[src/rtl/memory_access_stage.sv]
// RV32 memory-access stage: one blocking access in flight, byte-lane store formatting and load extraction.
// Optional misaligned-access trap is compiled in with `define MEM_MISALIGN_TRAP_EN.
module memory_access_stage #(
  parameter int XLEN   = 32,
  parameter int REG_AW = 5
) (
  input  logic              clk,
  input  logic              rst,
  input  logic              in_valid,
  output logic              in_ready,
  input  logic [XLEN-1:0]   in_alu_result,
  input  logic [XLEN-1:0]   in_rs2_data,
  input  logic [REG_AW-1:0] in_rd,
  input  logic              in_reg_we,
  input  logic              in_is_load,
  input  logic              in_is_store,
  input  logic [2:0]        in_funct3,
  output logic              dmem_req_valid,
  input  logic              dmem_req_ready,
  output logic              dmem_we,
  output logic [XLEN-1:0]   dmem_addr,
  output logic [XLEN-1:0]   dmem_wdata,
  output logic [3:0]        dmem_be,
  input  logic              dmem_rsp_valid,
  input  logic [XLEN-1:0]   dmem_rdata,
  output logic              wb_valid,
  output logic              wb_we,
  output logic [REG_AW-1:0] wb_rd,
  output logic [XLEN-1:0]   wb_data,
  output logic              wb_trap
);

  typedef enum logic [1:0] {IDLE, REQ, WAIT} state_t;

  state_t state, state_next;

  logic [XLEN-1:0]   addr_p0;
  logic [XLEN-1:0]   wdata_p0;
  logic [REG_AW-1:0] rd_p0;
  logic              reg_we_p0;
  logic              is_load_p0;
  logic [2:0]        funct3_p0;

  logic              vld_p1;
  logic              we_p1;
  logic              trap_p1;
  logic [REG_AW-1:0] rd_p1;
  logic [XLEN-1:0]   data_p1;

  logic accept;
  logic is_mem;
  logic misalign;

  // Access size comes from funct3[1:0] (00 byte, 01 half, else word); funct3[2] selects zero-extension.
  function automatic logic [3:0] store_be(input logic [2:0] f3, input logic [1:0] off);
    case (f3[1:0])
      2'b00:   store_be = 4'b0001 << off;
      2'b01:   store_be = 4'b0011 << {off[1], 1'b0};
      default: store_be = 4'b1111;
    endcase
  endfunction

  function automatic logic [XLEN-1:0] store_wdata(input logic [2:0] f3, input logic [XLEN-1:0] d);
    case (f3[1:0])
      2'b00:   store_wdata = {4{d[7:0]}};
      2'b01:   store_wdata = {2{d[15:0]}};
      default: store_wdata = d;
    endcase
  endfunction

  function automatic logic [XLEN-1:0] load_format(input logic [2:0] f3, input logic [1:0] off,
                                                  input logic [XLEN-1:0] word);
    logic [XLEN-1:0] byte_sh;
    logic [XLEN-1:0] half_sh;
    logic [7:0]      b;
    logic [15:0]     h;
    byte_sh = word >> {off, 3'b000};
    half_sh = word >> {off[1], 4'b0000};
    b = byte_sh[7:0];
    h = half_sh[15:0];
    case (f3[1:0])
      2'b00:   load_format = f3[2] ? {{(XLEN-8){1'b0}}, b}  : {{(XLEN-8){b[7]}}, b};
      2'b01:   load_format = f3[2] ? {{(XLEN-16){1'b0}}, h} : {{(XLEN-16){h[15]}}, h};
      default: load_format = word;
    endcase
  endfunction

`ifdef MEM_MISALIGN_TRAP_EN
  function automatic logic is_misaligned(input logic [2:0] f3, input logic [1:0] off);
    case (f3[1:0])
      2'b00:   is_misaligned = 1'b0;
      2'b01:   is_misaligned = off[0];
      default: is_misaligned = (off != 2'b00);
    endcase
  endfunction

  assign misalign = is_mem && is_misaligned(in_funct3, in_alu_result[1:0]);
`else
  assign misalign = 1'b0;
`endif

  assign in_ready = (state == IDLE);
  assign accept   = in_valid && in_ready;
  assign is_mem   = in_is_load || in_is_store;

  always_ff @(posedge clk or posedge rst) begin
    if (rst) state <= IDLE;
    else     state <= state_next;
  end

  always_comb begin
    state_next = state;
    case (state)
      IDLE:    if (accept && is_mem && !misalign) state_next = REQ;
      REQ:     if (dmem_req_ready) state_next = is_load_p0 ? WAIT : IDLE;
      WAIT:    if (dmem_rsp_valid) state_next = IDLE;
      default: state_next = IDLE;
    endcase
  end

  // Stage p0: instruction captured at acceptance, held for the whole access
  always_ff @(posedge clk) begin
    if (accept) begin
      addr_p0    <= in_alu_result;
      wdata_p0   <= in_rs2_data;
      rd_p0      <= in_rd;
      reg_we_p0  <= in_reg_we;
      is_load_p0 <= in_is_load;
      funct3_p0  <= in_funct3;
    end
  end

  // Request outputs are forced to zero outside REQ so unloaded capture registers never leak out.
  assign dmem_req_valid = (state == REQ);
  assign dmem_we        = dmem_req_valid && !is_load_p0;
  assign dmem_addr      = dmem_req_valid ? {addr_p0[XLEN-1:2], 2'b00} : '0;
  assign dmem_wdata     = dmem_req_valid ? store_wdata(funct3_p0, wdata_p0) : '0;
  assign dmem_be        = dmem_req_valid ? store_be(funct3_p0, addr_p0[1:0]) : 4'b0000;

  // Stage p1: one-cycle write-back beat
  always_ff @(posedge clk or posedge rst) begin
    if (rst) begin
      vld_p1  <= 1'b0;
      we_p1   <= 1'b0;
      trap_p1 <= 1'b0;
      rd_p1   <= '0;
      data_p1 <= '0;
    end else begin
      vld_p1  <= 1'b0;
      we_p1   <= 1'b0;
      trap_p1 <= 1'b0;
      if (accept && (!is_mem || misalign)) begin
        vld_p1  <= 1'b1;
        trap_p1 <= misalign;
        we_p1   <= !misalign && in_reg_we && (in_rd != '0);
        rd_p1   <= in_rd;
        data_p1 <= in_alu_result;
      end else if (state == REQ && dmem_req_ready && !is_load_p0) begin
        vld_p1  <= 1'b1;
        rd_p1   <= rd_p0;
      end else if (state == WAIT && dmem_rsp_valid) begin
        vld_p1  <= 1'b1;
        we_p1   <= reg_we_p0 && (rd_p0 != '0);
        rd_p1   <= rd_p0;
        data_p1 <= load_format(funct3_p0, addr_p0[1:0], dmem_rdata);
      end
    end
  end

  assign wb_valid = vld_p1;
  assign wb_we    = we_p1;
  assign wb_rd    = rd_p1;
  assign wb_data  = data_p1;
  assign wb_trap  = trap_p1;

endmodule

[config.mk]
export PLATFORM = sky130hd
export DESIGN_NAME = memory_access_stage
export DESIGN_NICKNAME = d
export VERILOG_FILES = /design/src/rtl/memory_access_stage.sv
export SDC_FILE = /design/constraint.sdc
export NUM_CORES = 1
export LEC_CHECK = 0
export BUFFER_PORTS_ARGS = -buffer_cell sky130_fd_sc_hd__buf_2
export CORE_ASPECT_RATIO = 0.75
export CORE_MARGIN = 3
export CORE_UTILIZATION = 45
export CTS_BUF_LIST = sky130_fd_sc_hd__clkbuf_4 sky130_fd_sc_hd__clkbuf_8
export DETAILED_ROUTE_END_ITERATION = 10
export PLACE_DENSITY = 0.89
export SETUP_SLACK_MARGIN = 0.4
export SLEW_MARGIN = 40
export SYNTH_ARGS = -nofsm -noshare
export SYNTH_HDL_FRONTEND = slang
export SYNTH_SLANG_ARGS = --single-unit
[constraint.sdc]
create_clock -name clk -period 3.6 [get_ports clk]
set_clock_uncertainty 0.05 [all_clocks]
set_input_delay 0.18 -clock clk [delete_from_list [all_inputs] [get_ports clk]]
set_output_delay 0.18 -clock clk [all_outputs]
set_load 0.02 [all_outputs]
==> metrics.md, run 1 <==
| Metric | Value |
|---|---|
| Setup Viol. Count Final | `0` |
| Post-synthesis cell count | `465` |
| Maximum ir drop on the vdd rail | `325.9 uV` |
| Cell taking the most area after synthesis | `edfxtp_1` |
| FF-to-FF setup slack | `1.02 ns` |
| Power, Total | `4.564 mW` |
| Slew margin rel. | `45.94%` |
| Tmin final | `2.826 ns` |
| Mapped cell area | `0.005423 mm2` |
| IO buf count | `219` |
| Highest clock rate | `353.8 MHz` |
| Final ANT Viol Nets | `0` |
| Vias in the first global route | `5302` |
| RSZ-0062 raised after global routing | `false` |
| Period utilization | `78.51%` |
| Die height | `101.1 um` |
| DRT Wirelength | `18710 um` |
| Post-CTS setup buffer count | `0` |
| Leakage power total | `3.485 nW` |
| Seq. cell area | `0.003248 mm2` |
| Cts repair resizes | `0` |
| I/O Pins | `223` |
| Element type at the critical path start | `register` |
| Post-synth EDFFs | `74` |
| Num Clock Sinks | `115` |
| Number of H-tree levels | `4` |
| Overflow after GRT | `0` |
| Fraction of registers with async set/reset | `35.65%` |
| Syn Area/Cell | `11.66 um2` |
| Switching pwr | `1.676 mW` |
| WP data arrival | `2.60 ns` |
| Via count | `5171` |
| Initial Util | `46.35%` |
| Combinational power share | `33.0%` |
| Worst-Margin Slew | `0.8091 ns` |
| Site Rows | `34` |
| Area contributors post-synth | `edfxtp_1, dfrtp_1, and2_1` |
| Cell family with most CP delay | `simple AND/OR/NAND/NOR gates` |
| Maxcap violations | `0` |
| Setup CP Type | `register to primary output` |
| Design Area, Final | `0.007891 mm2` |
| Final Net Count | `880` |
| P per Cell Area | `578.4 mW/mm2` |
| Area of the multi-input gates | `0.001978 mm2` |
| Wire per inst | `19.84 um` |
| Final Hold Viols | `0` |
| Core area | `0.01170 mm2` |
| Critical Path RT | `3.37 ns` |
| Number of fill cells | `817` |
| Outcome | `complete, no violations` |
| Most used DFF post-synth | `edfxtp_1` |
| # hold bufs at CTS | `92` |
| Layout cells sized above 1 | `35.98%` |
| Most frequent cells in the layout | `buf_2, dlygate4sd3_1, edfxtp_1` |
| Post-synth top area share | `40.98%` |
| Via/cell ratio | `5.484` |
| First-pass GRT wire length | `28540 um` |
| Sequential share of the synthesized area | `59.90%` |
| Clock power share | `25.7%` |
| CTS Buf Count | `17` |
| # DRC | `0` |
| Overall Global Routing Usage | `27.75%` |
| Cell internal pwr | `2.888 mW` |
| Clock root buffer | `clkbuf_8` |
| Worst-path maximum fanout | `18` |
| N_diodes | `0` |
| Pins Over Slew Limit | `0` |
| Count of cell types in the netlist | `46` |
| Largest net degree at the start of global routing | `70` |
| Setup TNS | `0 ns` |
| Synthesis-to-layout area growth | `45.52%` |
| Crit-path max cell delay | `0.65 ns` |
| Maximum buffer depth of the clock tree | `2` |
| Post-synthesis register bit count | `115` |
| TritonCTS clock tree | `yes` |
| CP bufs+invs | `2` |
| Worst Hold Class | `input port to register` |
| Dpl cell area | `0.006585 mm2` |
| First-pass DRT Iterations | `7` |
| Initial antenna violation count | `0` |
| Commonest non-fill, non-tap cell in the layout | `buf_2` |
| Initial DRC Count | `458` |
| Critical Path End Type | `primary output` |
| Highest-delay cell along the critical path | `edfxtp_1` |
| Switching share of power | `36.72%` |
| Clock transition at the registers of the reported paths | `0.07 ns` |
| Die width | `132.8 um` |
| Synth warn | `0` |
| Hpwl dp | `12250 um` |
| Latest clock arrival within the worst-skew pair | `0.43 ns` |
| RePlAce Congestion | `0.8248` |
| Sequential share of power | `41.3%` |
| Die Area | `0.01342 mm2` |
| Critical-path cell list | `buf_4 > nor2_1 > nand2_1 > a21oi_1 > buf_2` |
-- worst register-to-register path, cell delays in order (launching register included) --
cell,delay (ns)
dfrtp_1,0.51
nor3b_4,0.62
and2_2,0.57
mux2_2,0.40
mux2_1,0.31
-- flip-flops by register name, summed over array words and instances, names as in the netlist --
register and cells:
addr_p0 32, funct3_p0 3, is_load_p0 1, rd_p0 5
reg_we_p0 1, state 2, wb_data 32, wb_rd 5
wb_valid 1, wb_we 1, wdata_p0 32
-- final timing paths --
check / from / to / cells after the start
max in group asynchronous: rst / wb_data[27] / 3
max reg2reg: state[0] / wb_rd[2] / 4
min: dmem_rdata[28] / wb_data[28] / 3
min in group asynchronous: rst / wb_valid / 3
max: funct3_p0[0] / dmem_wdata[12] / 5
min reg2reg: wb_rd[4] / wb_rd[4] / 1
-- per-stage QoR --
| stage | instances | setup WS [ns] | utilization, % | hold slack [ns] |
|---|---|---|---|---|
| 2_1_floorplan | 467 | -0.2985 | - | 0.2289 |
| 3_3_place_gp | 819 | 1.190 | 56.25 | 0.3065 |
| 3_5_place_dp | 819 | 1.075 | 56.29 | 0.2157 |
| 4_1_cts | 943 | 0.7614 | 67.40 | 0.004133 |
| 5_1_grt | 943 | 0.6339 | 67.45 | 0.01487 |
| 6_report | 943 | 0.7737 | 67.45 | 0.02824 |
-- synthesized netlist by cell type (3+ instances only) --
master    number
buf_2          5
nand2_1       42
and2_1        39
or4_1          3
a211oi_1       9
a221oi_1       3
o21a_1         6
a222oi_1       5
mux2_2        13
inv_1          6
buf_6          5
nand3_1        7
a22o_1         8
buf_4          4
buf_1          4
nand2b_1       4
nor2_1        40
mux2i_1       20
o22ai_1       16
mux2_1         5
edfxtp_1      74
nor3_1        10
a21oi_1       37
dfrtp_1       41
o21ai_0       13
a22oi_1        8
clkbuf_1      16
-- kinds of logic (layout without fill, tap and decap cells) --
kind of cell    after synthesis  after routing  synth area share, %
compound gates              112            112                13.98
buf+inv                      40            354                3.853
flops                       115            115                59.90
mux                          38             38                7.430
other cells                   1              3              0.06915
simple gates                159            159                14.77
-- final cells by class --
class                   count  share of cell area [%]
well taps                 162                   2.569
clock buffers              18                   3.060
inverters                   6                  0.3171
repair buffers            316                   26.08
clock inverters            14                   1.744
multi-input cells         312                   25.07
flip-flops and latches    115                   41.16
-- power groups by stage --
stage	registers, mW	logic [mW]	clock network (mW)
5_1_grt	1.91	1.61	1.26
3_5_place_dp	1.91	1.41	0
3_3_place_gp	1.89	1.37	0
2_1_floorplan	2.10	0.658	0
4_1_cts	1.88	1.49	1.19
6_report	1.89	1.50	1.17
-- routing by layer --
layer | part of all wire (%) | track usage, % | vias up
met5 | 0 | 0 | -
met4 | 2.9 | 10.94 | 0
met3 | 9.6 | 8.733 | 46
met2 | 49 | 47.59 | 361
met1 | 38 | 32.94 | 2456
li1 | - | - | 2308
No activity file was read; power rests on OpenSTA's default activity.
==> run 2: changes to the inputs <==
==> constraint.sdc (replaced) <==
create_clock -name clk -period 2.3 [get_ports clk]
set_clock_uncertainty 0.05 [all_clocks]
set_input_delay 0.115 -clock clk [delete_from_list [all_inputs] [get_ports clk]]
set_output_delay 0.115 -clock clk [all_outputs]
set_load 0.02 [all_outputs]
==> run 2 against run 1 <==
Against the previous run:
- sequential power is 55% higher
- die area stayed put
- largest power group unchanged
- cell count is 4.3% higher
- worst setup slack worse by 0.43 ns
- sequential share of layout area is 3.6 points lower
- cell area is 9.6% higher
- critical endpoint is now dmem_wdata[27]
- flip-flop and latch count stayed put
- register-to-register slack worse by 0.62 ns
- core utilization is 6.5 points higher
==> metrics.md, run 2 (synthesized netlist as in run 1, its figures left out) <==
| Metric | Value |
|---|---|
| Final Net Count | `922 (+4.8%)` |
| Clock transition at the registers of the reported paths | `0.07 ns (about the same)` |
| Largest net degree at the start of global routing | `42 (-40%)` |
| Die Area | `0.01342 mm2 (unchanged)` |
| Die height | `101.1 um (unchanged)` |
| Final ANT Viol Nets | `0 (unchanged)` |
| Worst Hold Class | `input port to register` |
| Area of the multi-input gates | `0.002126 mm2 (+7.5%)` |
| Outcome | `complete, no violations` |
| Sequential share of power | `38.2% (-3.1 points)` |
| Number of H-tree levels | `4 (unchanged)` |
| Fin util | `73.93% (+6.5 points)` |
| Element type at the critical path start | `register` |
| CP bufs+invs | `3 (+1)` |
| Worst-Margin Slew | `0.5376 ns (-0.2715 ns)` |
| Critical-path cell list | `buf_4 > buf_6 > mux2i_1 > nor2_1 > a21oi_1 > nor2_1 > buf_2` |
| Period utilization | `85.13%` |
| Seq. cell area | `0.003251 mm2 (about the same)` |
| Commonest non-fill, non-tap cell in the layout | `buf_2` |
| Combinational power share | `35.2% (+2.2 points)` |
| WP data arrival | `1.79 ns (-0.81 ns)` |
| Cell family with most CP delay | `buffers and inverters` |
| Setup slack at placement | `0.3917 ns (-0.6831 ns)` |
| Clock power share | `26.5% (+0.8 points)` |
| Most frequent cells in the layout | `buf_2, dlygate4sd3_1, edfxtp_1` |
| Core area | `0.01170 mm2 (unchanged)` |
| Slew margin rel. | `64.16% (+18 points)` |
| Tmin final | `1.958 ns` |
| Initial DRC Count | `478 (+4.4%)` |
| First-pass GRT wire length | `29860 um (+4.6%)` |
| Pins Over Slew Limit | `0 (unchanged)` |
| Wire per inst | `20.50 um (+3.4%)` |
| Clock root buffer | `clkbuf_8` |
| Dpl cell area | `0.006718 mm2 (+2.0%)` |
| Maxcap violations | `0 (unchanged)` |
| Leakage power total | `3.795 nW (+8.9%)` |
| Critical Path Start | `funct3_p0[0]` |
| Via/cell ratio | `5.438 (-0.83%)` |
| Hold_sp | `dmem_rdata[2]` |
| Switching share of power | `35.07% (-1.7 points)` |
| CTS Buf Count | `17 (unchanged)` |
| TritonCTS clock tree | `yes` |
| Maximum buffer depth of the clock tree | `2 (unchanged)` |
| Hpwl dp | `12290 um (+0.37%)` |
| Hold_ws | `0.03181 ns (+0.003561 ns)` |
| Die width | `132.8 um (unchanged)` |
| Layout cells sized above 1 | `42.21% (+6.2 points)` |
| Most frequent CP cell | `nor2_1` |
| Final Hold Viols | `0 (unchanged)` |
| RePlAce Congestion | `0.8507 (+3.1%)` |
| Design Area, Final | `0.008648 mm2 (+9.6%)` |
| Overall Global Routing Usage | `29.11% (+1.4 points)` |
| N_diodes | `0 (unchanged)` |
| Vias in the first global route | `5491 (+3.6%)` |
| Worst-path maximum fanout | `5 (-13)` |
| Setup TNS | `0 ns (unchanged)` |
| Number of fill cells | `784 (-4.0%)` |
| Initial antenna violation count | `0 (unchanged)` |
| Latest clock arrival within the worst-skew pair | `0.44 ns (about the same)` |
| Via count | `5351 (+3.5%)` |
| Maximum ir drop on the vdd rail | `608.3 uV (+87%)` |
| Critical Path End Type | `primary output` |
| R2r startpoint | `funct3_p0[1]` |
| RSZ-0062 raised after global routing | `true` |
| Highest clock rate | `510.7 MHz` |
| Cell internal pwr | `4.980 mW (+72%)` |
| Site Rows | `34 (unchanged)` |
| Setup Viol. Count Final | `0 (unchanged)` |
| Overflow after GRT | `0 (unchanged)` |
| Crit-path max cell delay | `0.46 ns (-0.19 ns)` |
| PnR worst setup slack | `0.3420 ns (-0.4317 ns)` |
| First-pass DRT Iterations | `8 (+1)` |
| Num Clock Sinks | `115 (unchanged)` |
| P per Cell Area | `886.7 mW/mm2 (+53%)` |
| Highest-delay cell along the critical path | `edfxtp_1` |
| Setup CP Type | `register to primary output` |
| Critical Path RT | `2.13 ns (-1.24 ns)` |
| Switching pwr | `2.689 mW (+60%)` |
| # DRC | `0 (unchanged)` |
| DRT Wirelength | `20180 um (+7.8%)` |
| Synthesis-to-layout area growth | `59.48%` |
| I/O Pins | `223 (unchanged)` |
| IO buf count | `219 (unchanged)` |
| Initial Util | `46.35% (unchanged)` |
## run 2: worst reg2reg max path: cells and delay by family, from the launching register on
kind / cells / cell delay, ns
buffers and inverters: 2 / 0.49
flip-flops: 1 / 0.48
AND/OR/NAND/NOR: 1 / 0.37
AO/OA/AOI/OAI: 3 / 0.43
## run 2: power groups by stage
stage                     sequential (mW)  combinational (mW)  clock (mW)
after floorplan                      3.29                1.03           0
after global placement               2.94                2.21           0
after detailed placement             2.96                2.27           0
after CTS                            2.92                2.52        2.04
after global routing                 2.97                2.89        2.13
final                                2.93                2.70        2.04
## run 2: routing by layer
metal / vias up / share of wire [%] / global-route usage, % / routed length, um
met1: 2558 / 38 / 34.93 / 7657
li1: 2394 / - / - / -
met5: - / 0 / 0 / 0
met4: 0 / 2.5 / 11.50 / 496
met3: 43 / 10 / 7.685 / 2080
met2: 356 / 49 / 50.61 / 9941
## run 2: layout make-up
class / instances / share of cell area [%]
Multi-Input combinational cell: 312 / 24.58
Clock buffer: 20 / 2.966
Clock inverter: 11 / 1.866
Inverter: 6 / 0.4485
Timing Repair Buffer: 358 / 30.21
Tap cell: 162 / 2.344
Sequential cell: 115 / 37.59
## run 2: final timing paths
| path | slack (ns) | to | depth (start not counted) |
|---|---|---|---|
| setup reg to reg | 0.40 | wb_data[7] | 6 |
| setup / recovery | 0.34 | dmem_wdata[27] | 7 |
| hold / removal | 0.03 | wb_data[2] | 3 |
| min in group asynchronous | 0.25 | wb_valid | 3 |
| max in group asynchronous | 1.56 | state[0] | 3 |
| hold reg to reg | 0.44 | wb_rd[1] | 1 |
## run 2: through the flow
stage,total power [mW],cells
floorplan,4.318,467
global placement,5.154,832
detailed placement,5.230,832
CTS,7.488,971
global route,7.995,984
finish,7.669,984
## run 2: what timing repair did
item	CTS	global route
gates resized for setup	30	50
setup endpoints to repair	102	92
gates cloned	3	4
endpoints found under the hold margin	152	0
pin swaps	3	10
hold buffers	95	0
buffers inserted	10	9
==> run 3: changes to the inputs <==
--- a/config.mk
+++ b/config.mk
@@ -5,13 +5,14 @@
 export SDC_FILE = /design/constraint.sdc
 export NUM_CORES = 1
 export LEC_CHECK = 0
+export ABC_AREA = 1
 export BUFFER_PORTS_ARGS = -buffer_cell sky130_fd_sc_hd__buf_2
 export CORE_ASPECT_RATIO = 0.75
 export CORE_MARGIN = 3
-export CORE_UTILIZATION = 45
+export CORE_UTILIZATION = 46
 export CTS_BUF_LIST = sky130_fd_sc_hd__clkbuf_4 sky130_fd_sc_hd__clkbuf_8
 export DETAILED_ROUTE_END_ITERATION = 10
-export PLACE_DENSITY = 0.89
+export PLACE_DENSITY = 0.9
 export SETUP_SLACK_MARGIN = 0.4
 export SLEW_MARGIN = 40
 export SYNTH_ARGS = -nofsm -noshare
==> run 3 against run 2 <==
Against the previous run:
- critical path depth is 1 lower
- largest power group is now combinational cells
- synthesized cell count is 39% higher
- critical path type unchanged
- cell area is 1.1% lower
- combinational power is 15% higher
- worst hold slack better by 0.00058 ns
- global-route usage is 1.4 points higher
==> metrics.md, run 3 <==
| Metric | Value |
|---|---|
| Hpwl dp | `12750 um (+3.7%)` |
| Mapped cell area | `0.005583 mm2 (+3.0%)` |
| Worst-path maximum fanout | `8 (+3)` |
| Synth warn | `0 (unchanged)` |
| Most common cell in the netlist | `nand2_1` |
| Synthesis-to-layout area growth | `53.18%` |
| WP data arrival | `1.81 ns (+0.02 ns)` |
| First-pass DRT Iterations | `6 (-2)` |
| IO buf count | `219 (unchanged)` |
| Num Clock Sinks | `115 (unchanged)` |
| Worst Hold Path EP | `wb_data[3]` |
| Count of cell types in the netlist | `31 (-33%)` |
| I/O Pins | `223 (unchanged)` |
| Setup Viol. Count Final | `0 (unchanged)` |
| Overall Global Routing Usage | `30.52% (+1.4 points)` |
| Element type at the critical path start | `register` |
| Highest-delay cell along the critical path | `dfrtp_2` |
| Hold_sp | `dmem_rdata[19]` |
| Critical Path Start | `state[0]` |
| PnR worst setup slack | `0.3225 ns (-0.01942 ns)` |
| Post-synth top area share | `39.80% (-1.2 points)` |
| Overflow after GRT | `0 (unchanged)` |
| Most frequent cells in the layout | `buf_2, nand2_1, dlygate4sd3_1` |
| Die Area | `0.01351 mm2 (+0.68%)` |
| FF-to-FF setup slack | `0.49 ns (+0.09 ns)` |
| Clock root buffer | `clkbuf_8` |
| Final Non-Filler Cells | `1154 (+17%)` |
| Leakage power total | `4.379 nW (+15%)` |
| Area contributors post-synth | `edfxtp_1, dfrtp_1, nand2_1` |
| # DRC | `0 (unchanged)` |
| Maximum ir drop on the vdd rail | `640.7 uV (+5.3%)` |
| Maximum buffer depth of the clock tree | `2 (unchanged)` |
| Worst-Margin Slew | `0.5566 ns (+0.01904 ns)` |
| First-pass GRT wire length | `31750 um (+6.3%)` |
| P per Cell Area | `944.4 mW/mm2 (+6.5%)` |
| CP bufs+invs | `3 (unchanged)` |
| Vias in the first global route | `5967 (+8.7%)` |
| TritonCTS clock tree | `yes` |
| Maxcap violations | `0 (unchanged)` |
| Wire per inst | `18.58 um (-9.4%)` |
| R2r startpoint | `funct3_p0[0]` |
| Layout cells sized above 1 | `31.58% (-11 points)` |
| Core area | `0.01174 mm2 (+0.36%)` |
| Post-synthesis register bit count | `115 (unchanged)` |
| Critical-path cell list | `nand2_4 > clkinvlp_4 > clkbuf_16 > o21ai_1 > nor2_1 > buf_4` |
| Cell taking the most area after synthesis | `edfxtp_1` |
| Tmin final | `1.977 ns (+0.01942 ns)` |
| Via/cell ratio | `5.300 (-2.5%)` |
| Highest clock rate | `505.7 MHz (-0.98%)` |
| R2R Path End | `wb_data[5]` |
| CTS Buf Count | `17 (unchanged)` |
| Setup slack at placement | `0.3173 ns (-0.07443 ns)` |
| Site Rows | `34 (unchanged)` |
| Critical Path End Type | `primary output` |
| Setup CP Type | `register to primary output` |
| Crit-path max cell delay | `0.46 ns (about the same)` |
| Latest clock arrival within the worst-skew pair | `0.43 ns (about the same)` |
| Final Hold Viols | `0 (unchanged)` |
| Cell family with most CP delay | `buffers and inverters` |
| Commonest non-fill, non-tap cell in the layout | `buf_2` |
| RSZ-0062 raised after global routing | `true` |
| Sequential share of the synthesized area | `58.18% (-1.7 points)` |
| Period utilization | `85.98% (+0.84 points)` |
| RePlAce Congestion | `0.9897 (+16%)` |
| Final ANT Viol Nets | `0 (unchanged)` |
| Fin util | `72.84% (-1.1 points)` |
| Cell total after placement | `1009 (+21%)` |
| Slew margin rel. | `62.89% (-1.3 points)` |
| Via count | `6116 (+14%)` |
| Initial DRC Count | `519 (+8.6%)` |
| Syn Area/Cell | `8.629 um2 (-26%)` |
| Fraction of registers with async set/reset | `35.65% (unchanged)` |
| Setup TNS | `0 ns (unchanged)` |
| Final Net Count | `1090 (+18%)` |
| Post-synth top cells | `nand2_1, nor2_1, inv_1` |
| Worst Hold Class | `input port to register` |
| Critical Path RT | `2.13 ns (about the same)` |
| Post-synth EDFFs | `74 (unchanged)` |
| Initial antenna violation count | `1 (+1)` |
| Largest net degree at the start of global routing | `70 (+67%)` |
| Worst reg2reg path depth | `9 (+3)` |
| Clock transition at the registers of the reported paths | `0.08 ns (about the same)` |
| Most used DFF post-synth | `edfxtp_1` |
| Number of H-tree levels | `4 (unchanged)` |
| Initial Util | `47.55% (+1.2 points)` |
| Hold Path Cell Cnt | `5 (+2)` |
| Post-synthesis cell count | `647 (+39%)` |
| Pins Over Slew Limit | `0 (unchanged)` |
| DRT Wirelength | `21440 um (+6.3%)` |
| Die width | `133.2 um (+0.34%)` |
| Die height | `101.4 um (+0.34%)` |
| Outcome | `complete, no violations` |
==> run 3: cell types whose count changed after synthesis, sizes merged, moves of 26 or more <==
cell	before	now
o21ai	14	59
nand2	42	180
nor2	41	85
inv	6	83
and2	40	0
nand3	7	33
==> run 3: final cells by class <==
type                       count  area (um2)
clock inverter                15       165.2
inverter                      83       329.1
timing repair buffer         341        2421
clock buffer                  17       234.0
sequential                   115        3249
fill                         825        3189
tap                          162       202.7
multi-input combinational    420        1948
antenna                        1       2.502
==> run 3: logic make-up (layout without fill, tap and decap cells) <==
family | after synthesis | after routing | share of synthesized area (%)
flip-flops | 115 | 115 | 58.18
buffers and inverters | 114 | 456 | 8.561
other | 1 | 4 | 0.06717
AO/OA/AOI/OAI | 94 | 94 | 9.010
AND/OR/NAND/NOR | 323 | 323 | 24.18
==> run 3: routing by layer <==
layer  track usage [%]  vias to the layer above  wire length [um]
met4             9.881                        0               541
met3             9.434                       50              2474
met2             53.28                      446             10460
met5                 0                        -                 0
met1             36.66                     2869              7966
li1                  -                     2751                 -
==> run 3: tightest hold or removal path: stages <==
cell and delay (ns):
buf_2 0.10, nand2_1 0.05, nand2_1 0.06, nor2_1 0.03, o21ai_1 0.11
==> run 3: worst max-delay path by stage <==
stage | endpoint | slack [ns] | depth (start not counted)
final | dmem_wdata[9] | 0.32 | 6
after global routing | dmem_wdata[9] | 0.25 | 6
after CTS | dmem_wdata[30] | 0.38 | 6
after detailed placement | wb_data[27] | 0.32 | 7
after global placement | wb_data[12] | 0.44 | 7
after floorplan | addr_p0[0] | 0.21 | 3
==> run 3: timing repair <==
item,4_1_cts,5_1_grt
gates resized for setup,14,45
buffers inserted,5,11
pin swaps,1,1
gates cloned,0,4
endpoints found under the setup margin,52,63
hold endpoints to repair,150,0
hold buffers,92,0
==> run 3: metrics by stage <==
stage | hold WS [ns] | cell area [um2] | power, mW
2_1_floorplan | 0.1639 | 5597 | 4.636
3_3_place_gp | 0.2416 | 6817 | 5.624
3_5_place_dp | 0.1638 | 6819 | 5.678
4_1_cts | 0.01124 | 8242 | 7.783
5_1_grt | 0.03941 | 8552 | 8.453
6_report | 0.03238 | 8552 | 8.077
==> run 3: power breakdown <==
part	internal, mW	switching [mW]	total, mW
Clock	1.06	0.884	1.94
Sequential	2.74	0.289	3.03
Combinational	1.11	1.99	3.11
